[config.mk]
export PLATFORM = sky130hd
export DESIGN_NAME = image_rom_arbiter_flat
export DESIGN_NICKNAME = d
export VERILOG_FILES = /design/src/rtl/image_rom_arbiter_pkg.sv /design/src/rtl/image_rom_arbiter_if.sv /design/src/rtl/image_rom_arbiter_starve_counter.sv /design/src/rtl/image_rom_arbiter.sv /design/src/flat_wrapper.sv
export SDC_FILE = /design/constraint.sdc
export NUM_CORES = 1
export LEC_CHECK = 0
export ABC_AREA = 0
export CAP_MARGIN = 20
export CORE_AREA = 2 2 70 72
export CTS_CLUSTER_SIZE = 24
export DETAILED_ROUTE_END_ITERATION = 6
export DIE_AREA = 0 0 72 74
export GPL_ROUTABILITY_DRIVEN = 0
export PLACE_DENSITY = 0.75
export SLEW_MARGIN = 20
export SYNTH_ARGS = -nofsm -noshare
export SYNTH_HDL_FRONTEND = slang
export SYNTH_SLANG_ARGS = --single-unit
export TNS_END_PERCENT = 50
[constraint.sdc]
create_clock -name clk -period 1.7 [get_ports clk]
set_clock_uncertainty 0.05 [all_clocks]
set_input_delay 0.34 -clock clk [delete_from_list [all_inputs] [get_ports clk]]
set_output_delay 0.34 -clock clk [all_outputs]
set_load 0.05 [all_outputs]
[src/rtl/image_rom_arbiter_pkg.sv]
`default_nettype none
// ============================================================================
// Package     : image_rom_pkg
// Description : Shared types and defaults for the image ROM read arbiter.
//               Holds the requester ID encoding, the response tag that
//               travels with each ROM read, and the default ROM geometry.
// Revision    : 1.0 - initial release
// ============================================================================
package image_rom_pkg;

    localparam int IMG_LENGTH = 65536;   // 256x256 image, one pixel per word
    localparam int PIX_WIDTH  = 8;
    localparam int ADDR_W     = 32;

    typedef enum logic {
        REQ_DISP = 1'b0,                 // VGA display fetch, latency critical
        REQ_PROC = 1'b1                  // image-processing engine, bulk
    } req_id_t;

    // Captured on every grant; describes the ROM word arriving next cycle.
    typedef struct packed {
        logic    valid;
        req_id_t id;
        logic    err;
    } rsp_tag_t;

endpackage
`default_nettype wire

[src/rtl/image_rom_arbiter_if.sv]
`default_nettype none
// ============================================================================
// Interface   : image_rom_arbiter_if
// Description : Request/response bus between the two ROM readers, the
//               arbiter and the ROM read port.
//               reqX_valid/addr/ready : request handshake per requester
//               rspX_valid/data/err   : one-cycle response per requester
//               rom_addr / rom_rd     : ROM read port (registered read)
//               modport slave  : arbiter side
//               modport master : requesters / ROM side
// Revision    : 1.0 - initial release
// ============================================================================
interface image_rom_arbiter_if
    import image_rom_pkg::*;
#(
    parameter int WIDTH = PIX_WIDTH
);
    logic              req0_valid;
    logic [ADDR_W-1:0] req0_addr;
    logic              req0_ready;
    logic              rsp0_valid;
    logic [WIDTH-1:0]  rsp0_data;
    logic              rsp0_err;

    logic              req1_valid;
    logic [ADDR_W-1:0] req1_addr;
    logic              req1_ready;
    logic              rsp1_valid;
    logic [WIDTH-1:0]  rsp1_data;
    logic              rsp1_err;

    logic [ADDR_W-1:0] rom_addr;
    logic [WIDTH-1:0]  rom_rd;

    modport slave (
        input  req0_valid, req0_addr, req1_valid, req1_addr, rom_rd,
        output req0_ready, rsp0_valid, rsp0_data, rsp0_err,
        output req1_ready, rsp1_valid, rsp1_data, rsp1_err,
        output rom_addr
    );

    modport master (
        output req0_valid, req0_addr, req1_valid, req1_addr, rom_rd,
        input  req0_ready, rsp0_valid, rsp0_data, rsp0_err,
        input  req1_ready, rsp1_valid, rsp1_data, rsp1_err,
        input  rom_addr
    );

endinterface
`default_nettype wire

[src/rtl/image_rom_arbiter_starve_counter.sv]
`default_nettype none
// ============================================================================
// Module      : starve_counter
// Description : Saturating up-counter with clear. Counts how many times a
//               low-priority requester has lost arbitration in a row.
//               clk      : clock
//               rst      : synchronous active-high reset
//               i_inc    : increment (saturates at STARVE_MAX)
//               i_clr    : clear to 0 (wins over i_inc)
//               o_at_max : count equals STARVE_MAX
// Revision    : 1.0 - initial release
// ============================================================================
module starve_counter #(
    parameter  int STARVE_MAX = 4,
    localparam int C_CNT_W    = $clog2(STARVE_MAX + 1)
) (
    input  wire logic clk,
    input  wire logic rst,
    input  wire logic i_inc,
    input  wire logic i_clr,
    output logic      o_at_max
);

    localparam logic [C_CNT_W-1:0] c_MAX = C_CNT_W'(STARVE_MAX);

    logic [C_CNT_W-1:0] r_count;

    always_ff @(posedge clk) begin
        if (rst) begin
            r_count <= '0;
        end else if (i_clr) begin
            r_count <= '0;
        end else if (i_inc && (r_count != c_MAX)) begin
            r_count <= r_count + 1'b1;
        end
    end

    assign o_at_max = (r_count == c_MAX);

endmodule
`default_nettype wire

[src/rtl/image_rom_arbiter.sv]
`default_nettype none
// ============================================================================
// Module      : image_rom_arbiter
// Description : Two-port read arbiter in front of the image ROM's single
//               registered read port. Grants one request per cycle
//               (display first, processing engine after STARVE_MAX lost
//               contentions), blocks out-of-range addresses and routes the
//               ROM word back to the issuer one cycle later.
//               clk : clock
//               rst : synchronous active-high reset
//               bus : image_rom_arbiter_if.slave (requests, responses, ROM)
// Revision    : 1.0 - initial release
// ============================================================================
module image_rom_arbiter
    import image_rom_pkg::*;
#(
    parameter int WIDTH      = PIX_WIDTH,
    parameter int LENGTH     = IMG_LENGTH,
    parameter int STARVE_MAX = 4
) (
    input  wire logic            clk,
    input  wire logic            rst,
    image_rom_arbiter_if.slave   bus
);

    localparam logic [ADDR_W-1:0] c_LENGTH = ADDR_W'(LENGTH);

    logic              w_at_max;
    logic              w_grant0;
    logic              w_grant1;
    logic              w_any;
    logic [ADDR_W-1:0] w_gnt_addr;
    logic              w_in_range;
    logic              w_rsp0;
    logic              w_rsp1;
    rsp_tag_t          r_tag;

    // Ready is the grant itself: it never looks at response state, so a
    // requester can issue every cycle. Reset masks everything.
    always_comb begin
        w_grant1   = !rst && bus.req1_valid && (!bus.req0_valid || w_at_max);
        w_grant0   = !rst && bus.req0_valid && !w_grant1;
        w_any      = w_grant0 || w_grant1;
        w_gnt_addr = w_grant1 ? bus.req1_addr : bus.req0_addr;
        // Full-width unsigned compare; the ROM never sees a wrapped address.
        w_in_range = (w_gnt_addr < c_LENGTH);
    end

    assign bus.req0_ready = w_grant0;
    assign bus.req1_ready = w_grant1;
    assign bus.rom_addr   = (w_any && w_in_range) ? w_gnt_addr : '0;

    starve_counter #(
        .STARVE_MAX (STARVE_MAX)
    ) u_starve (
        .clk      (clk),
        .rst      (rst),
        .i_inc    (w_grant0 && bus.req1_valid),
        .i_clr    (w_grant1),
        .o_at_max (w_at_max)
    );

    // Tag follows the ROM's own one-cycle read latency.
    always_ff @(posedge clk) begin
        if (rst) begin
            r_tag <= '{valid: 1'b0, id: REQ_DISP, err: 1'b0};
        end else begin
            r_tag.valid <= w_any;
            r_tag.id    <= w_grant1 ? REQ_PROC : REQ_DISP;
            r_tag.err   <= w_any && !w_in_range;
        end
    end

    // Reset gating also swallows the response to a grant made just before
    // reset rose.
    assign w_rsp0 = !rst && r_tag.valid && (r_tag.id == REQ_DISP);
    assign w_rsp1 = !rst && r_tag.valid && (r_tag.id == REQ_PROC);

    assign bus.rsp0_valid = w_rsp0;
    assign bus.rsp0_err   = w_rsp0 && r_tag.err;
    assign bus.rsp0_data  = (w_rsp0 && !r_tag.err) ? bus.rom_rd : '0;

    assign bus.rsp1_valid = w_rsp1;
    assign bus.rsp1_err   = w_rsp1 && r_tag.err;
    assign bus.rsp1_data  = (w_rsp1 && !r_tag.err) ? bus.rom_rd : '0;

endmodule
`default_nettype wire

[src/flat_wrapper.sv]
// flat-port wrapper written by rule: the top's interface ports become plain ports
module image_rom_arbiter_flat import image_rom_pkg::*;
#(
    parameter int WIDTH      = PIX_WIDTH,
    parameter int LENGTH     = IMG_LENGTH,
    parameter int STARVE_MAX = 4
)
  (clk, rst, bus_req0_valid, bus_req0_addr, bus_req1_valid, bus_req1_addr, bus_rom_rd, bus_req0_ready, bus_rsp0_valid, bus_rsp0_data, bus_rsp0_err, bus_req1_ready, bus_rsp1_valid, bus_rsp1_data, bus_rsp1_err, bus_rom_addr);
  image_rom_arbiter_if #(.WIDTH(WIDTH)) bus_i ();
  input  wire logic clk;
  input  wire logic rst;
  input wire logic [$bits(bus_i.req0_valid)-1:0] bus_req0_valid;
  input wire logic [$bits(bus_i.req0_addr)-1:0] bus_req0_addr;
  input wire logic [$bits(bus_i.req1_valid)-1:0] bus_req1_valid;
  input wire logic [$bits(bus_i.req1_addr)-1:0] bus_req1_addr;
  input wire logic [$bits(bus_i.rom_rd)-1:0] bus_rom_rd;
  output wire logic [$bits(bus_i.req0_ready)-1:0] bus_req0_ready;
  output wire logic [$bits(bus_i.rsp0_valid)-1:0] bus_rsp0_valid;
  output wire logic [$bits(bus_i.rsp0_data)-1:0] bus_rsp0_data;
  output wire logic [$bits(bus_i.rsp0_err)-1:0] bus_rsp0_err;
  output wire logic [$bits(bus_i.req1_ready)-1:0] bus_req1_ready;
  output wire logic [$bits(bus_i.rsp1_valid)-1:0] bus_rsp1_valid;
  output wire logic [$bits(bus_i.rsp1_data)-1:0] bus_rsp1_data;
  output wire logic [$bits(bus_i.rsp1_err)-1:0] bus_rsp1_err;
  output wire logic [$bits(bus_i.rom_addr)-1:0] bus_rom_addr;
  assign bus_i.req0_valid = bus_req0_valid;
  assign bus_i.req0_addr = bus_req0_addr;
  assign bus_i.req1_valid = bus_req1_valid;
  assign bus_i.req1_addr = bus_req1_addr;
  assign bus_i.rom_rd = bus_rom_rd;
  assign bus_req0_ready = bus_i.req0_ready;
  assign bus_rsp0_valid = bus_i.rsp0_valid;
  assign bus_rsp0_data = bus_i.rsp0_data;
  assign bus_rsp0_err = bus_i.rsp0_err;
  assign bus_req1_ready = bus_i.req1_ready;
  assign bus_rsp1_valid = bus_i.rsp1_valid;
  assign bus_rsp1_data = bus_i.rsp1_data;
  assign bus_rsp1_err = bus_i.rsp1_err;
  assign bus_rom_addr = bus_i.rom_addr;
  image_rom_arbiter #(.WIDTH(WIDTH), .LENGTH(LENGTH), .STARVE_MAX(STARVE_MAX)) u_core (.clk(clk), .rst(rst), .bus(bus_i));
endmodule
* Yosys cells after proc, flatten, opt, wreduce, memory -nomap -nowiden
Cells that the tools add are included.
** Cells by class
- Add/sub/neg operators :: 1
- Magnitude comparators :: 1
- Equality and inequality tests :: 2
- Mux-type cells :: 5
- Bitwise logic cells :: 1
- Reduce and logical (&&, ||, !) cells :: 23
** Operator list (count)
- 32-bit two-way mux :: 2
- 32-bit by 17-bit < comparator with 1-bit output (second input constant) :: 1
- 8-bit two-way mux :: 2
- 1-bit logical AND :: 15
- 1-bit zero test :: 5
- 3-bit by 1-bit adder with 3-bit output (second input constant) :: 1
- 3-bit equality test (second input constant) :: 1
- 3-bit != test (second input constant) :: 1
- 1-bit logical OR :: 2
- 2-bit OR reduction :: 1
- 1-bit two-way mux :: 1
- 1-bit NOT :: 1
** Word-level totals
- Flip-flop bits (word level) :: 6
- Bits of input ports :: 76

* Longest topological paths before layout
- Depth in word-level cells :: 8
- Depth in mapped cells :: 7
- Gate-level depth less buffers :: 6

* Hierarchy
From an unflattened synthesis, not the netlist that was laid out.
** Second synthesis, totals
- Cells, all modules :: 102
- Area total of the unflattened synthesis :: 858.3 sq um
** By module, submodules not included
- image_rom_arbiter :: instances 1, cells an instance 84, area an instance 670.6 sq um, sequential area each 60.1 sq um
- starve_counter :: instances 1, cells an instance 18, area an instance 187.7 sq um, sequential area each 60.1 sq um

* Worst setup path after synthesis
OpenSTA, ideal clock, no wires.
- Path type :: in2out
- Start :: input port rst
- End :: output port bus_rsp0_data[0]
- Data arrival time :: 2.340 ns
- Data required time :: 1.310 ns
- Slack :: -1.030 ns
- Stages :: 3
- Cells stage by stage :: nor3b_1 -> and2b_1 -> and2_1
** On the way
- Cells in the longest elaborated chain, start to end :: 5
** RTL lines
- start, declared :: line flat_wrapper.sv:11 : input wire logic rst;
- 1-bit zero test :: line image_rom_arbiter.sv:76 : assign w_rsp0 = !rst && r_tag.valid && (r_tag.id == REQ_DISP);
- 1-bit logical AND (2 in a row) :: line image_rom_arbiter.sv:76
- 1-bit logical AND :: line image_rom_arbiter.sv:81 : assign bus.rsp0_data = (w_rsp0 && !r_tag.err) ? bus.rom_rd : '0;
- 8-bit two-way mux :: line image_rom_arbiter.sv:81
- end, declared :: line flat_wrapper.sv:19 : output wire logic [$bits(bus_i.rsp0_data)-1:0] bus_rsp0_data;
No other way between the ends.

* Final worst setup path
- Start :: register u_core.u_starve.r_count[1]
- End :: output port bus_rom_addr[12]
** On the way
- Cells in the longest elaborated chain, start to end :: 8
- Elaborated cells on any way between the ends :: 10
- Those cells by class :: 1 x order compare; 1 x eq/ne; 2 x mux; 6 x reduce/logical
** RTL lines
- start, declared :: line image_rom_arbiter_starve_counter.sv:26 : logic [C_CNT_W-1:0] r_count;
- start signal, assigned :: line image_rom_arbiter_starve_counter.sv:34 : r_count <= r_count + 1'b1;
- 3-bit equality test * :: line image_rom_arbiter_starve_counter.sv:38 : assign o_at_max = (r_count == c_MAX);
- 1-bit logical OR * :: line image_rom_arbiter.sv:41 : w_grant1 = !rst && bus.req1_valid && (!bus.req0_valid || w_at_max);
- 1-bit logical AND * :: line image_rom_arbiter.sv:41
- branches (longest 4 deep; another with 32-bit by 17-bit < comparator with 1-bit output)
- 32-bit two-way mux * :: line image_rom_arbiter.sv:51 : assign bus.rom_addr = (w_any && w_in_range) ? w_gnt_addr : '0;
- end, declared :: line flat_wrapper.sv:25 : output wire logic [$bits(bus_i.rom_addr)-1:0] bus_rom_addr;
Every way passes the cells marked *.

==> summary.txt <==
Buffers on Ports - 113
Critical Path Fanout Max - 5
global route total overflow - 0
post-layout util - 0.681
initial antenna violation count - 0
CP required - 1.31 ns
Fillers - 345
post-route ant nets - 0
peak per-stage delay on the critical path - 0.32 ns
P_leak - 1.23 nW
fin nets - 345
clock slew at reported path FFs - 0.04 ns
status - finished with violations
Reg2Reg Depth - 7
ant diodes - 0
largest net degree at the start of global routing - 21
failing checks - negative setup slack
Final WS setup - -0.336 ns
R2R setup slack - 0.17 ns
Synth area leader - o32ai_2
TritonRoute pass-1 iters - 3
CTS tree - built
first-pass GRT wire length - 7310 um
synth top area cells - o32ai_2 (14%), buf_4 (12%), and2_1 (12%)
Std-Cell Rows - 25
synth unique cells - 30
Final Cycle Share - 1.20
Hold Crit Class - in2reg
post-synthesis cell count - 135
min-delay src - rst
Post-Syn Area - 1030 sq um
drt total wl - 4580 um
Final Hold Slack - 0.263 ns
Ports - 130
# H-tree levels - 1
Crit Path Class - reg2out
Worst setup EP type - primary output
DR DRC count - 0
Mean Syn Cell Area - 7.60 sq um
endpoints failing setup - 18
hpwl dp - 3320 um
setup TNS - -5.31 ns
Worst VDD drop - 0.238 mV
CTS hold repair buffers - 0
total design power - 868 uW
Worst R2R Start - u_core.u_starve.r_count[1]
CP arrival - 1.65 ns
CP max stage cell - dfxtp_2
Clk Latency, worst-skew pair - 0.22 ns
CP cell instances - inv_2, ha_4, nand3_2, nand3b_1, buf_6, buf_12, o32ai_4, buf_12
vias per cell - 4.64
Ys Warns - 0
reg-to-reg critical path endpoint - u_core.u_starve.r_count[0]
vias in the first global route - 1,515
clock buffer depth - 2
Layout area overhead - 205%
Clock Tree Root - clkbuf_8
synthesized flop and latch total - 6
die width - 72 um
die height - 74 um
CTS Sinks - 6
most numerous cell on the critical path - buf_12
layout cells sized above 1 - 0.540
core footprint - 4600 sq um
Seq/Total Area, Yosys - 0.117
Startpoint Class - flop
unrepaired setup endpoints after global routing - true
wire per inst - 14.4 um
min cycle time layout - 2.04 ns
GRT Resource Usage Total - 0.172
max-slew violation count - 0
power per cell area - 277 nW/um^2
worst hold stages - 2
Initial Utilization - 0.223
total number of vias - 1,481
Die ar. - 5330 sq um
Initial DRC Count - 29
CTS buffer count - 3
Hold Fails Final Rpt - 0
dpl ws - -0.677 ns
area share of the largest cell type after synthesis - 0.143
maximum clock rate - 491 MHz
Hold EP - u_core.u_starve.r_count[2]
max_cap viols - 0
==> registers in the layout, summed over array words and instances (netlist names) <==
register	count
u_core.u_starve.r_count	3
u_core.r_tag	3
==> layout make-up <==
cell class | count | area, sq um | area share
clock buffer | 3 | 41.3 | 0.0132
inverter | 21 | 78.8 | 0.0252
multi-input combinational | 100 | 1110 | 0.355
sequential | 6 | 125 | 0.0400
tap | 54 | 67.6 | 0.0216
timing repair buffer | 135 | 1710 | 0.545
==> where the power goes <==
group          switching (mW)  internal (mW)
clock network          0.0542          0.152
logic                   0.261          0.248
registers             0.00503          0.149
total                   0.320          0.548
==> worst max path at each step <==
stage / startpoint / to / slack [ns]
2_1_floorplan: u_core.u_starve.r_count[0] / bus_rom_addr[10] / -0.43
3_3_place_gp: bus_req0_addr[20] / bus_rom_addr[2] / -0.64
3_5_place_dp: bus_req0_addr[28] / bus_rom_addr[5] / -0.68
4_1_cts: bus_req0_addr[24] / bus_rom_addr[12] / -0.40
5_1_grt: u_core.u_starve.r_count[0] / bus_rom_addr[12] / -0.41
6_report: u_core.u_starve.r_count[1] / bus_rom_addr[12] / -0.34
==> synthesized netlist by cell type <==
cell type,number
nor2_1,1
a22o_1,1
o32ai_2,9
a2bb2oi_1,1
buf_4,17
nor4_1,4
and3b_1,1
conb_1,1
nand4b_1,1
o32ai_1,7
buf_2,3
a21oi_1,3
nor3b_1,2
nor2b_1,2
and2_1,20
and2b_1,1
ha_1,2
o21ai_0,1
inv_1,21
nand4_2,1
or3_1,1
nand3b_1,1
nor4_2,4
buf_6,1
nand2_1,2
dfxtp_1,6
a21bo_1,1
clkbuf_1,2
nand3_1,17
nand4_1,1
==> kinds of logic (layout without fill, tap and decap cells) <==
logic type	Yosys count	in the layout	share of synthesized area
buffers and inverters	44	159	0.234
DFF	6	6	0.117
AOI/OAI and AO/OA	23	23	0.249
adders and majority gates	2	2	0.0244
other	1	16	0.00366
and+or+nand+nor	59	59	0.372
==> critical path, delay by kind of cell (launching register included) <==
kind	cells	cell delay, ns
AOI/OAI and AO/OA	1	0.31
buffers and inverters	4	0.50
DFF	1	0.32
and+or+nand+nor	2	0.14
adders and majority gates	1	0.15
==> placed cells by master (no fill, tap or decap), types with 2 or more instances in the layout <==
cell type and count:
buf_8 3, dfxtp_1 2, and2_1 3, dfxtp_2 4, buf_12 41, o32ai_4 16, a21oi_1 3, nor4_4 4
buf_6 12, buf_2 7, clkdlybuf4s15_1 8, clkbuf_2 11, conb_1 16, dlygate4sd2_1 2, inv_2 3, buf_4 9
and2_4 16, nand2_1 2, nand3_1 16, inv_1 18, nor2b_4 2, clkbuf_8 3, clkdlybuf4s50_1 40, nor4_2 4
clkbuf_16 2
==> metrics by stage <==
step,std cells,cell area (sq um)
2_1_floorplan,150,1360
3_3_place_gp,308,2910
3_5_place_dp,308,2910
4_1_cts,321,3200
5_1_grt,319,3130
6_report,319,3130
==> what timing repair did <==
item,CTS,global route
setup buffers,5,1
endpoints found under the hold margin,0,0
endpoints found under the setup margin,38,34
cloned,5,1
pin swaps,22,29
gates resized for setup,130,29
==> per-layer routing <==
metal  share of wire  global-route usage  up-vias  wire length (um)
met4          0.0059              0.0252        0                27
li1                -                   -      709                 -
met5               0                   0        -                 0
met1            0.39               0.208      675              1760
met3            0.11              0.0488        2               500
met2            0.50               0.311       95              2290
(Power assumes the default switching activity.)
